<file path="config.mk">
export PLATFORM = sky130hd
export DESIGN_NAME = kpn_fifo_channel
export DESIGN_NICKNAME = d
export VERILOG_FILES = /design/src/rtl/kpn_fifo_channel.sv
export SDC_FILE = /design/constraint.sdc
export NUM_CORES = 1
export LEC_CHECK = 0
export BUFFER_PORTS_ARGS = -buffer_cell sky130_fd_sc_hd__clkbuf_2
export CAP_MARGIN = 20
export CORE_MARGIN = 5
export CORE_UTILIZATION = 25
export CTS_BUF_LIST = sky130_fd_sc_hd__clkbuf_4
export CTS_CLUSTER_SIZE = 30
export DETAILED_ROUTE_END_ITERATION = 10
export GPL_TIMING_DRIVEN = 0
export PLACE_DENSITY = 0.5
export SYNTH_ARGS = -nofsm -noshare
export SYNTH_HDL_FRONTEND = slang
export SYNTH_SLANG_ARGS = --single-unit
</file>
<file path="constraint.sdc">
create_clock -name clk -period 6.8 [get_ports clk]
set_clock_uncertainty 0.15 [all_clocks]
set_input_delay 0.34 -clock clk [delete_from_list [all_inputs] [get_ports clk]]
set_output_delay 0.34 -clock clk [all_outputs]
set_load 0.02 [all_outputs]
</file>
<file path="src/rtl/kpn_fifo_channel.sv">
// Bounded token FIFO between two KPN processes: registered occupancy flags,
// registered pop data, and sticky overflow/underflow error indicators.
module kpn_fifo_channel #(
    parameter int DATA_WIDTH = 16,
    parameter int DEPTH      = 8,
    parameter int ADDR_WIDTH = 3
) (
    input  logic                  clk,
    input  logic                  reset,
    input  logic                  wr,
    input  logic [DATA_WIDTH-1:0] data_in,
    input  logic                  rd,
    output logic [DATA_WIDTH-1:0] data_out,
    output logic                  data_valid,
    output logic                  full,
    output logic                  empty,
    output logic [ADDR_WIDTH:0]   count,
    output logic                  overflow,
    output logic                  underflow
);

    localparam logic [ADDR_WIDTH:0] CNT_MAX = (ADDR_WIDTH+1)'(DEPTH);

    logic [DATA_WIDTH-1:0] r_mem [DEPTH];
    logic [ADDR_WIDTH-1:0] r_wptr;
    logic [ADDR_WIDTH-1:0] r_rptr;
    logic [ADDR_WIDTH:0]   r_count;
    logic [DATA_WIDTH-1:0] r_data_out;
    logic                  r_data_valid;
    logic                  r_full;
    logic                  r_empty;
    logic                  r_overflow;
    logic                  r_underflow;

    logic                  w_pop;
    logic                  w_push;
    logic [ADDR_WIDTH:0]   w_count_next;

    // Accept decisions; a push into a full channel is allowed only alongside an accepted pop.
    assign w_pop  = rd && (r_count != {(ADDR_WIDTH+1){1'b0}});
    assign w_push = wr && (!r_full || w_pop);

    // Next occupancy from the accepted push/pop pair.
    always_comb begin
        w_count_next = r_count;
        case ({w_push, w_pop})
            2'b10:   w_count_next = r_count + {{ADDR_WIDTH{1'b0}}, 1'b1};
            2'b01:   w_count_next = r_count - {{ADDR_WIDTH{1'b0}}, 1'b1};
            default: w_count_next = r_count;
        endcase
    end

    // Token storage; not cleared on reset, stale slots are unreachable via the pointers.
    always_ff @(posedge clk) begin
        if (!reset && w_push) begin
            r_mem[r_wptr] <= data_in;
        end
    end

    // Pointers, occupancy, flags and pop data.
    always_ff @(posedge clk) begin
        if (reset) begin
            r_wptr       <= {ADDR_WIDTH{1'b0}};
            r_rptr       <= {ADDR_WIDTH{1'b0}};
            r_count      <= {(ADDR_WIDTH+1){1'b0}};
            r_data_out   <= {DATA_WIDTH{1'b0}};
            r_data_valid <= 1'b0;
            r_full       <= 1'b0;
            r_empty      <= 1'b1;
            r_overflow   <= 1'b0;
            r_underflow  <= 1'b0;
        end else begin
            if (w_push) begin
                r_wptr <= r_wptr + {{(ADDR_WIDTH-1){1'b0}}, 1'b1};
            end
            if (w_pop) begin
                r_rptr       <= r_rptr + {{(ADDR_WIDTH-1){1'b0}}, 1'b1};
                r_data_out   <= r_mem[r_rptr];
                r_data_valid <= 1'b1;
            end else begin
                r_data_valid <= 1'b0;
            end
            r_count <= w_count_next;
            r_full  <= (w_count_next == CNT_MAX);
            r_empty <= (w_count_next == {(ADDR_WIDTH+1){1'b0}});
            if (wr && !w_push) begin
                r_overflow <= 1'b1;
            end
            if (rd && !w_pop) begin
                r_underflow <= 1'b1;
            end
        end
    end

    assign data_out   = r_data_out;
    assign data_valid = r_data_valid;
    assign full       = r_full;
    assign empty      = r_empty;
    assign count      = r_count;
    assign overflow   = r_overflow;
    assign underflow  = r_underflow;

endmodule

</file>
==> results of run 1 <==
-- sequential cells by signal (all words and copies together) (netlist names) --
register and count:
r_rptr 3, data_valid 1, r_mem 128, empty 1, full 1, data_out 16
overflow 1, underflow 1, r_wptr 3, count 4
-- power groups by stage --
stage / combinational (W) / clock [W] / sequential [W]
after floorplan: 0.000380 / 0 / 0.00127
after global placement: 0.000628 / 0 / 0.00121
after detailed placement: 0.000650 / 0 / 0.00121
after CTS: 0.000661 / 0.000679 / 0.00119
after global routing: 0.000707 / 0.000727 / 0.00120
final: 0.000642 / 0.000655 / 0.00119
-- stage by stage --
stage / cells / instance area (um2) / hold WS [ns] / utilization [%]
CTS: 767 / 7500 / 0.103 / 30.8
global route: 767 / 7500 / 0.132 / 30.8
detailed placement: 718 / 6970 / 0.320 / 28.7
floorplan: 339 / 6160 / 0.289 / -
finish: 767 / 7500 / 0.172 / 30.8
global placement: 706 / 6780 / 0.303 / 27.9
-- how the worst min path moves through the flow --
stage / from / to / slack, ns
3_5_place_dp: underflow / underflow / 0.32
3_3_place_gp: underflow / underflow / 0.30
5_1_grt: reset / count[3] / 0.13
2_1_floorplan: data_in[0] / r_mem[0][0] / 0.29
6_report: reset / count[3] / 0.17
4_1_cts: reset / count[3] / 0.10
-- cells in the final DEF (no fill, tap or decap), drive strengths merged, types with 3 or more instances in the layout --
cell and n:
a211oi 16, a21oi 5, buf 27, bufinv 4
clkbuf 63, clkinv 4, dfxtp 31, dlygate4sd3 18
edfxtp 128, ha 5, inv 12, mux2 3
mux2i 19, mux4 32, nand2 8, nand3 3
nor2 35, nor3 7, xnor2 4
-- worst max-delay path: cells and delay by family, from the launching register on --
| kind | cells | cell delay, ns |
|---|---|---|
| buffers and inverters | 2 | 0.46 |
| multiplexers | 2 | 0.68 |
| adder cells (fa/ha/maj) | 2 | 0.57 |
| AO/OA/AOI/OAI | 3 | 1.07 |
| flip-flops | 1 | 0.43 |
-- cells by family after synthesis --
kind of cell | count (synthesis)
compound gates | 28
flops | 159
xor+xnor | 6
mux | 54
buf+inv | 24
fa+ha+maj | 6
simple gates | 62
-- synth_stat cells (2+ instances only) --
library cell    n
buf_2           6
clkbuf_1        3
nand3_1         3
buf_1           3
mux2i_1        19
a31oi_1         2
buf_4           4
dfxtp_1        31
nor3_1          7
nor4_1          2
mux4_2         32
ha_1            5
edfxtp_1      128
nor2_1         35
buf_6           2
mux2_2          3
a21oi_1         5
nand2_1         8
nor2b_1         2
xor2_1          2
xnor2_1         4
inv_1           5
a211oi_1       16
-- routing by layer --
layer | vias to the layer above | track usage, %
met5 | - | 0
met4 | 0 | 2.92
met3 | 10 | 2.87
met2 | 62 | 16.0
met1 | 1717 | 13.2
li1 | 1527 | -
-- cell type report --
class,count,area share [%]
repair buffers,73,7.43
flip-flops and latches,159,59.5
clock inverters,14,2.94
plain buffers,18,1.40
inverters,6,0.300
multi-input cells,156,21.3
well taps,324,5.41
clock buffers,17,1.70
-- timing repair --
| action | 4_1_cts | 5_1_grt |
|---|---|---|
| resized for setup | 0 | 0 |
| buffers inserted | 0 | 0 |
| hold buffers | 18 | 0 |
| hold endpoints to repair | 131 | 0 |
==> impl_metrics.json, run 1 <==
{
  "hold_viol": 0,
  "avgRoutedWirePerCell_um": 17.6,
  "place_congestion": 0.728,
  "synth_top_family_by_area": "multiplexers",
  "nFillCells": 2398,
  "fin_crit_ns": 3.47,
  "fin_nets": 457,
  "die_w_um": 167,
  "area_growth_pct": 21.8,
  "crit_chain": "o41ai_4 > inv_2 > buf_6 > ha_1 > ha_1 > a21o_1 > a21oi_1 > mux2_2 > mux2_2",
  "internal_power_w": 0.00171,
  "antenna_found_initial": 0,
  "power.total_w": 0.00249,
  "via_per_inst": 4.32,
  "cts_made_buffers": 17,
  "critical_path_class": "reg -> reg",
  "cts_tree": "done",
  "dp_hpwl_um": 9110,
  "clock_latency_ns": 0.55,
  "worstSetupEndpoint": "count[3]",
  "io_buffers": 43,
  "end_kind": "flop",
  "sequentialPowerShare_pct": 47.9,
  "core_area_um2": 24300,
  "ctsHtreeMaxLevel": 4,
  "synth-seq-cells": 159,
  "ir_drop_uv": 101,
  "die_area_um2": 27900,
  "swShare_pct": 31.5,
  "synth_mux_area_share_pct": 15.3,
  "grt_first_pass_wirelength_um": 20800,
  "syn-cell-area_um2": 6160,
  "drc": 0,
  "report.final.slew_viol_count": 0,
  "drv_cap": 0,
  "synth_xor_area_share_pct": 0.853,
  "worstReg2RegStart": "count[3]",
  "whs_path_depth": 3,
  "yosysSeqAreaShare_pct": 72.5,
  "synth_fa_ha_area_share_pct": 1.34,
  "required_ns": 7.09,
  "synth_cell_types": 35,
  "p_switching_w": 0.000783,
  "grt_usage_pct": 9.97,
  "r2r-end": "count[3]",
  "slowest_delay_ns": 0.64,
  "cts_buffer_depth": 2,
  "cp-start-kind": "flop",
  "ios": 45,
  "synth_ff_type": "edfxtp_1",
  "drive_above_1_share_pct": 32.5,
  "drt_first_pass_iters": 4,
  "leakage_nw": 2.46,
  "slowest_stage": "o41ai_4",
  "fin_setup_tns_ns": 0,
  "p_per_area_nw_per_um2": 332,
  "period_share_pct": 51.0,
  "share_comb_of_total_power_pct": 25.8,
  "fmax_mhz": 288,
  "avgSynthCellArea_um2": 18.2,
  "synth-compound-area-share_pct": 3.45,
  "regToRegSetupSlack_ns": 3.33,
  "grt-ovfl-total": 0,
  "synthTopCellsByArea": "edfxtp_1 62%, mux4_2 12%, dfxtp_1 10%",
  "cts-root-buf": "clkbuf_4",
  "clock-sinks": 159,
  "hold_class": "in -> reg",
  "critPathMaxFanout": 10,
  "start_util_pct": 25.3,
  "multiInputGateArea_um2": 1600,
  "wl_met1_um": 6290,
  "syn_inst": 339,
  "antenna_left": 0,
  "synth_edf_count": 128,
  "yosys.area_share.simple_pct": 4.43,
  "seqCellArea_um2": 4460,
  "rsz0062_at_grt": "no",
  "yosysWarningCount": 0,
  "grt_start_max_net_pins": 17,
  "netlist.top_cell.by_area": "edfxtp_1",
  "pre_cts_ws_ns": 3.33,
  "syn-num-nets": 365,
  "layout_setup_ws_ns": 3.33,
  "num_antenna_cells": 0,
  "slew_headroom_pct": 54.5,
  "dr.first_iter.drc_count": 198,
  "max_slew.worst_pin.slew_ns": 0.683,
  "status": "complete, no violations",
  "startpoint": "count[3]",
  "arrival_ns": 3.76,
  "met3WireLength_um": 480,
  "cts.clk_slew.worst_paths_ns": 0.14,
  "setup_viol": 0,
  "clockPowerShare_pct": 26.3,
  "grt_pass1_vias": 3477,
  "synth_async_sr_flop_share_pct": 0,
  "reg2reg_depth": 9,
  "top_layer": "met4",
  "synth_top_area_share_pct": 62.4,
  "routed_wl_um": 13500,
  "die_h_um": 167,
  "num_rows": 57,
  "wl_met2_um": 6570,
  "vias": 3316
}
Power figures use the tool's default switching activity.
==> inputs of run 2 (changes only) <==
- ABC_AREA: not set -> 1
- clock period: 6.8 -> 3.55 ns (I/O delays scaled with it)
==> impl_metrics.json, run 2 <==
{
  "setup_viol": 0,
  "start_util_pct": 25.2,
  "fmax_mhz": 367,
  "regToRegSetupSlack_ns": 0.83,
  "via_per_inst": 4.14,
  "clock-sinks": 159,
  "hold_viol": 0,
  "hold_buffers": 21,
  "cts_made_buffers": 17,
  "ios": 45,
  "synth_most_common_cell": "nand2_1",
  "synth_edf_count": 128,
  "crit_family": "adder cells",
  "syn-num-nets": 693,
  "clock_latency_ns": 0.58,
  "critPathMaxFanout": 10,
  "avgSynthCellArea_um2": 10.1,
  "hold_class": "in -> reg",
  "critPathBufInv": 4,
  "cp_common_cell": "nand2_1",
  "min-delay-start": "data_in[9]",
  "report.final.slew_viol_count": 0,
  "layout_setup_ws_ns": 0.827,
  "grt-ovfl-total": 0,
  "dp_hpwl_um": 11300,
  "synth_cell_types": 28,
  "fin_crit_ns": 2.72,
  "slowest_delay_ns": 0.48,
  "r2r-end": "empty",
  "yosysSeqAreaShare_pct": 66.3,
  "worstReg2RegStart": "count[0]",
  "synth-seq-cells": 159,
  "slew_headroom_pct": 35.2,
  "grt_start_max_net_pins": 17,
  "period_share_pct": 76.7,
  "ctsHtreeMaxLevel": 4,
  "cts.clk_slew.worst_paths_ns": 0.16,
  "vias": 4608,
  "synth_ff_type": "edfxtp_1",
  "post-cts-setup-buffer-count": 0,
  "synth_common_cells": "189 x nand2_1, 128 x edfxtp_1, 112 x inv_1, 104 x nand3_1, 31 x dfxtp_1",
  "syn_inst": 667,
  "drv_cap": 0,
  "max_slew.worst_pin.slew_ns": 0.972,
  "area_growth_pct": 18.3,
  "swShare_pct": 38.4,
  "die_h_um": 174,
  "die_w_um": 174,
  "end_kind": "flop",
  "clockPowerShare_pct": 20.9,
  "ir_drop_uv": 203,
  "netlist.top_cell.by_area": "edfxtp_1",
  "cts_buffer_depth": 2,
  "whs_path_depth": 2,
  "required_ns": 3.94,
  "slowest_stage": "dfxtp_1",
  "core_area_um2": 26700,
  "share_comb_of_total_power_pct": 32.7,
  "avgRoutedWirePerCell_um": 15.2,
  "arrival_ns": 3.11,
  "p_per_area_nw_per_um2": 605,
  "final_cells": 1112,
  "startpoint": "count[0]",
  "syn-cell-area_um2": 6740,
  "sequentialPowerShare_pct": 46.4,
  "leakage_nw": 3.36,
  "dp.cells": 1057,
  "drive_above_1_share_pct": 16.0,
  "cp-start-kind": "flop",
  "num_rows": 60,
  "internal_power_w": 0.00297,
  "drt_first_pass_iters": 4,
  "final_common_cell": "nand2_1",
  "status": "complete, no violations",
  "reg2reg_depth": 14,
  "crit_chain": "nor2_2 > nand3_2 > nand2_4 > inv_2 > buf_6 > ha_1 > inv_1 > fa_1 > xnor2_1 > o21ai_0 > nand2_1 > nand2_1 > nand2_1 > inv_1",
  "fin_setup_tns_ns": 0,
  "drc": 0,
  "synth_async_sr_flop_share_pct": 0,
  "critical_path_class": "reg -> reg",
  "dr.first_iter.drc_count": 347,
  "p_switching_w": 0.00185,
  "io_buffers": 43,
  "rsz0062_at_grt": "no",
  "pre_cts_ws_ns": 0.846,
  "cts_resized": 0,
  "grt_pass1_vias": 4419,
  "grt_usage_pct": 11.5,
  "fin_nets": 783,
  "antenna_left": 0,
  "largest_register_ffs": 128,
  "die_area_um2": 30300,
  "largest_register": "r_mem",
  "cts-root-buf": "clkbuf_4",
  "place_congestion": 0.771,
  "layout_common_cells": "189 x nand2_1, 128 x edfxtp_1, 112 x inv_1",
  "grt_first_pass_wirelength_um": 26000,
  "synthTopCellsByArea": "edfxtp_1 57%, nand2_1 11%, dfxtp_1 9.2%",
  "routed_wl_um": 16900,
  "synth_top_area_share_pct": 57.0,
  "cts_tree": "done",
  "hold_path_end": "r_mem[0][9]",
  "yosysWarningCount": 0,
  "antenna_found_initial": 1
}
[run 2: changes by cell type after synthesis, moves of 5 or more]
cell / change
buf_2: +10
nor3_1: -7
a211oi_1: -16
inv_1: +107
mux2i_1: -19
nor2_2: +5
nor2_1: -16
nand3_1: +101
mux4_2: -32
nand2_1: +181
a21oi_1: +16
[run 2: cell families after synthesis]
family / after synthesis / share of synthesized area, %
flip-flops: 159 / 66.3
AO/OA/AOI/OAI: 27 / 2.08
AND/OR/NAND/NOR: 326 / 20.9
XOR/XNOR: 4 / 0.520
buffers and inverters: 145 / 8.99
adder cells (fa/ha/maj): 6 / 1.23
[run 2: power by group through the flow]
stage / sequential (W) / combinational (W) / clock, W
finish: 0.00224 / 0.00158 / 0.00101
global route: 0.00226 / 0.00176 / 0.00112
detailed placement: 0.00228 / 0.00157 / 0
global placement: 0.00228 / 0.00156 / 0
floorplan: 0.00238 / 0.000909 / 0
CTS: 0.00224 / 0.00160 / 0.00104
[run 2: through the flow]
stage               area, um2  power, W  util, %  hold slack [ns]
floorplan                6740   0.00329        -            0.126
global placement         7380   0.00384     27.6            0.288
detailed placement       7480   0.00385     28.0            0.298
CTS                      7940   0.00488     29.7            0.227
global route             7970   0.00514     29.8            0.241
finish                   7970   0.00482     29.8            0.271
[run 2: final cells by class]
| class | instances | area (um2) |
|---|---|---|
| repair buffers | 71 | 539 |
| inverters | 115 | 432 |
| flip-flops and latches | 159 | 4460 |
| fillers | 2788 | 18800 |
| plain buffers | 30 | 174 |
| well taps | 341 | 427 |
| diodes | 1 | 2.50 |
| clock inverters | 15 | 125 |
| multi-input cells | 363 | 1680 |
| clock buffers | 17 | 128 |
[run 2: worst max-delay path by stage]
stage             endpoint  slack [ns]  cells past startpoint
6_report             empty        0.83                     14
5_1_grt              empty        0.58                     14
4_1_cts              empty        0.80                     14
3_5_place_dp         empty        0.85                     14
3_3_place_gp   r_mem[3][8]        0.51                      6
2_1_floorplan        empty        1.15                     15
[run 2: worst register-to-register path, stage by stage, from the launching register on]
cell,delay [ns]
dfxtp_1,0.48
nor2_2,0.07
nand3_2,0.08
nand2_4,0.09
inv_2,0.22
buf_6,0.22
ha_1,0.28
inv_1,0.08
fa_1,0.38
xnor2_1,0.13
o21ai_0,0.20
nand2_1,0.11
nand2_1,0.07
nand2_1,0.06
inv_1,0.05
[run 2: metal layers]
metal / global-route usage, % / routed length, um
met2: 18.3 / 7910
met3: 3.20 / 873
met1: 15.3 / 7880
met5: 0 / 0
met4: 3.53 / 273
